$ cat src/rtl/br_flow_arb_rr_hold.sv
// br_flow_arb_rr_hold: round-robin arbiter that merges NumFlows ready-valid
// push flows onto one ready-valid pop flow. When the pop side backpressures,
// the grant is locked to the presented flow so that pop_valid, pop_data and
// pop_grant stay stable until that flow transfers. The datapath is
// combinational. Only the priority pointer and the lock are registered.
//
// Optional macro BR_FLOW_ARB_RR_HOLD_CHECKS_EN compiles in protocol
// assertions and covers. Ports and datapath do not change with the macro.
//
// Ports:
//   clk         clock
//   rst         asynchronous active-high reset
//   push_valid  [NumFlows]         per-flow valid
//   push_ready  [NumFlows]         per-flow ready (granted flow only)
//   push_data   [NumFlows][Width]  per-flow data
//   pop_valid   merged valid
//   pop_ready   downstream ready
//   pop_data    [Width]            data of the granted flow
//   pop_grant   [NumFlows]         onehot grant, zero when pop_valid=0
module br_flow_arb_rr_hold #(
  parameter int unsigned NumFlows = 2,
  parameter int unsigned Width    = 1
) (
  input  logic                            clk,
  input  logic                            rst,
  input  logic [NumFlows-1:0]             push_valid,
  output logic [NumFlows-1:0]             push_ready,
  input  logic [NumFlows-1:0][Width-1:0]  push_data,
  output logic                            pop_valid,
  input  logic                            pop_ready,
  output logic [Width-1:0]                pop_data,
  output logic [NumFlows-1:0]             pop_grant
);

  localparam int unsigned IdxW = (NumFlows > 1) ? $clog2(NumFlows) : 1;
  localparam int unsigned CntW = IdxW + 1;
  localparam logic [IdxW-1:0] LastRst = IdxW'(NumFlows - 1);

  typedef enum logic {
    UNLOCKED = 1'b0,
    LOCKED   = 1'b1
  } lock_e;

  lock_e           lock_q, lock_d;
  logic [IdxW-1:0] lock_idx_q, lock_idx_d;
  logic [IdxW-1:0] last_q, last_d;

  logic [IdxW-1:0] gnt_idx;
  logic            gnt_any;
  logic [CntW-1:0] cand;

  // State register: priority pointer and lock.
  always_ff @(posedge clk or posedge rst) begin
    if (rst) begin
      lock_q     <= UNLOCKED;
      lock_idx_q <= '0;
      last_q     <= LastRst;
    end else begin
      lock_q     <= lock_d;
      lock_idx_q <= lock_idx_d;
      last_q     <= last_d;
    end
  end

  // Grant selection. Scanning from lowest to highest priority lets the
  // highest-priority valid flow win. Wrap uses compare-and-subtract so
  // non-power-of-2 NumFlows rotates correctly.
  always_comb begin
    gnt_idx = '0;
    gnt_any = 1'b0;
    cand    = '0;
    if (lock_q == LOCKED) begin
      gnt_idx = lock_idx_q;
      gnt_any = push_valid[lock_idx_q];
    end else begin
      for (int k = int'(NumFlows); k > 0; k--) begin
        cand = CntW'(last_q) + CntW'(k);
        if (cand >= CntW'(NumFlows)) begin
          cand = cand - CntW'(NumFlows);
        end
        if (push_valid[cand[IdxW-1:0]]) begin
          gnt_any = 1'b1;
          gnt_idx = cand[IdxW-1:0];
        end
      end
    end
  end

  // Combinational pop/push handshake, forced idle while in reset.
  always_comb begin
    pop_grant = '0;
    pop_valid = gnt_any && !rst;
    pop_data  = push_data[gnt_idx];
    if (pop_valid) begin
      pop_grant[gnt_idx] = 1'b1;
    end
    push_ready = pop_ready ? pop_grant : '0;
  end

  // Next state: a transfer advances the pointer and unlocks; a stalled
  // grant locks; a locked flow that drops valid releases the lock.
  always_comb begin
    lock_d     = lock_q;
    lock_idx_d = lock_idx_q;
    last_d     = last_q;
    if (gnt_any && pop_ready) begin
      last_d = gnt_idx;
      lock_d = UNLOCKED;
    end else if (gnt_any && (lock_q == UNLOCKED)) begin
      lock_d     = LOCKED;
      lock_idx_d = gnt_idx;
    end else if (!gnt_any) begin
      lock_d = UNLOCKED;
    end
  end

`ifdef BR_FLOW_ARB_RR_HOLD_CHECKS_EN
  for (genvar i = 0; i < int'(NumFlows); i++) begin : g_push_chk
    a_push_stable: assert property (@(posedge clk) disable iff (rst)
      push_valid[i] && !push_ready[i] |=> push_valid[i] && $stable(push_data[i]));
    c_flow_granted: cover property (@(posedge clk) disable iff (rst) pop_grant[i]);
  end

  a_pop_stable: assert property (@(posedge clk) disable iff (rst)
    pop_valid && !pop_ready |=> pop_valid && $stable(pop_data) && $stable(pop_grant));

  a_grant_onehot0: assert property (@(posedge clk) disable iff (rst) $onehot0(pop_grant));

  c_lock_3: cover property (@(posedge clk) disable iff (rst) (lock_q == LOCKED) [*3]);
`endif

endmodule
$ cat config.mk
export PLATFORM = sky130hd
export DESIGN_NAME = br_flow_arb_rr_hold
export DESIGN_NICKNAME = d
export VERILOG_FILES = /design/src/rtl/br_flow_arb_rr_hold.sv
export SDC_FILE = /design/constraint.sdc
export NUM_CORES = 1
export LEC_CHECK = 0
export BUFFER_PORTS_ARGS = -buffer_cell sky130_fd_sc_hd__buf_2
export CORE_AREA = 2 2 39 41
export CTS_BUF_LIST = sky130_fd_sc_hd__clkbuf_4 sky130_fd_sc_hd__clkbuf_8
export DETAILED_ROUTE_END_ITERATION = 8
export DIE_AREA = 0 0 41 43
export GPL_TIMING_DRIVEN = 0
export PLACE_DENSITY = 0.44
export SYNTH_ARGS = -nofsm -noshare
export SYNTH_HDL_FRONTEND = slang
export SYNTH_SLANG_ARGS = --single-unit
$ cat constraint.sdc
create_clock -name clk -period 1.9 [get_ports clk]
set_input_delay 0.19 -clock clk [delete_from_list [all_inputs] [get_ports clk]]
set_output_delay 0.19 -clock clk [all_outputs]
set_load 0.02 [all_outputs]
==> impl_metrics.json <==
{
  "num-nets-final": 54,
  "synth_area_um2": 246,
  "setup_viol": 0,
  "port_buffers": 12,
  "dr.first_iter.drc_count": 0,
  "grt_start_max_net_pins": 9,
  "rows": 14,
  "ys_types": 19,
  "drc": 0,
  "viasPerCell": 4.13,
  "final_cell_mix": "12 x buf_2, 4 x clkbuf_4, 3 x nor2b_1, 3 x nand2_1, 3 x and2_1",
  "clock_skew_ns": 0.0000900,
  "dieArea_um2": 1760,
  "dp_cells": 57,
  "total_power_mw": 0.342,
  "cp.arrival_ns": 1.54,
  "multi_input_area_um2": 163,
  "seq_area_um2": 76.3,
  "antenna_found_initial": 0,
  "clkSinkCount": 3,
  "fin_crit_sh_pct": 90.8,
  "cts_max_path_buffers": 2,
  "fillers": 158,
  "async_flop_share_pct": 100,
  "cts_made_buffers": 3,
  "final_common_cell": "buf_2",
  "syn_nets": 36,
  "yosysSeqAreaShare_pct": 31.0,
  "ioPinCount": 13,
  "synth.top_cell.area_share_pct": 20.3,
  "syn_area_per_cell_um2": 8.50,
  "die_w_um": 41,
  "drt_wl_total_um": 592,
  "grt-ovfl-total": 0,
  "worst_pin_slew_ns": 0.260,
  "hold_viol_final": 0,
  "p_leak_nw": 0.182,
  "design.core.area_um2": 1380,
  "peakVddDrop_v": 0.000253,
  "startpoint_type": "register",
  "maxCapViolations": 0,
  "dominantRegCellSynth": "dfrtp_1",
  "die_height_um": 43,
  "grt_pass1_wl_um": 876,
  "cts_tree": "done",
  "htree_levels": 1,
  "ys_ff_latch": 3,
  "powerDensity_nw_per_um2": 934,
  "worstSetupEndpointType": "primary output",
  "antenna_cells": 0,
  "synth_area_leaders": "dfrtp_1 20%, dfstp_2 11%, and2_1 7.6%, nor2b_1 7.6%, nor4b_2 6.1%",
  "synth_edf_count": 0,
  "grtUsageTotal_pct": 7.85,
  "areaGrowthSynthToFinish_pct": 48.7,
  "rsz0062_at_grt": "false",
  "drive_above_1_share_pct": 39.1,
  "wl_per_cell_um": 9.55,
  "clkTransAtPathRegs_ns": 0.03,
  "drv_slew": 0,
  "fin_util_pct": 26.5,
  "fin_crit_ns": 1.73,
  "start_util_pct": 17.8,
  "path_max_fanout": 6,
  "yosysWarnings": 0,
  "holdCritPathClass": "in2reg",
  "relSlewSlack_pct": 82.7,
  "synth_top_area_cell": "dfrtp_1",
  "cp.required_ns": 1.71,
  "vias": 256,
  "syn-instance-count": 29,
  "setup_tns_ns": 0,
  "first_pass_iters": 1,
  "final-instance-count-excl-fill": 62,
  "fmax_mhz": 580,
  "critical_path_class": "reg2out",
  "outcome": "completed",
  "antenna_left": 0,
  "grt_pass1_vias": 215,
  "cts-root-buf": "clkbuf_4",
  "cts_resized": 0,
  "insertion_delay_ns": 0.23,
  "globalplace.congestion": 0.569
}
[repair_timing]
action,4_1_cts,5_1_grt
buffers inserted,0,0
hold endpoints to repair,2,0
hold buffers,1,0
[area by class of cell]
type	count	share of cell area (%)
clock buffer	4	8.19
inverter	2	2.05
multi-input combinational	24	44.4
sequential	3	20.8
tap	16	5.46
timing repair buffer	13	19.1
[kinds of logic (layout without fill, tap and decap cells)]
kind of cell	Yosys count	after routing	synth area share (%)
buffers and inverters	2	19	3.05
and+or+nand+nor	14	14	36.0
DFF	3	3	31.0
AOI/OAI and AO/OA	8	8	21.3
muxes	2	2	8.63
[final timing paths]
check | startpoint | end | slack, ns | cells after the start
worst max-delay path | last_q | pop_data | 0.17 | 4
worst min-delay path | pop_ready | lock_q | 0.20 | 2
worst max register to register | lock_q | lock_idx_q | 0.90 | 3
worst min register to register | last_q | last_q | 0.63 | 2
max in group asynchronous | rst | last_q | 1.28 | 3
min in group asynchronous | rst | lock_q | 0.41 | 3
[critical path, stage by stage (launching register included)]
cell and delay (ns):
dfstp_2 0.56, nand2_1 0.08, a22oi_1 0.18, mux2_1 0.33, buf_2 0.16
[stage by stage]
step / area (µm²) / hold slack (ns) / setup slack (ns)
finish: 367 / 0.196 / 0.175
global route: 367 / 0.216 / 0.0453
CTS: 367 / 0.191 / 0.157
detailed placement: 327 / 0.0998 / 0.416
global placement: 327 / 0.102 / 0.411
floorplan: 246 / -0.0520 / 0.165
[synthesized netlist by cell type, drive strengths merged, types with 2 or more instances]
cell,n
inv,2
dfrtp,2
o21ai,2
nor2b,3
nand2b,2
nand2,3
and2,3
[flip-flops by register name, summed over array words and instances, names as in the netlist]
name,flops
lock_q,1
lock_idx_q,1
last_q,1
[where the power goes]
group	switching [mW]	internal, mW	total, mW
clock	0.0308	0.0928	0.124
sequential	0.0271	0.0883	0.115
combinational	0.0535	0.0499	0.103
total	0.111	0.231	0.342
[routing by layer]
layer / up-vias / wire (µm) / GRT usage [%]
li1: 137 / - / -
met1: 109 / 265 / 9.74
met2: 10 / 270 / 10.3
met3: 0 / 56 / 1.57
met4: 0 / 0 / 8.00
met5: - / 0 / 0
Note: power is estimated with default switching activity, not from simulation.
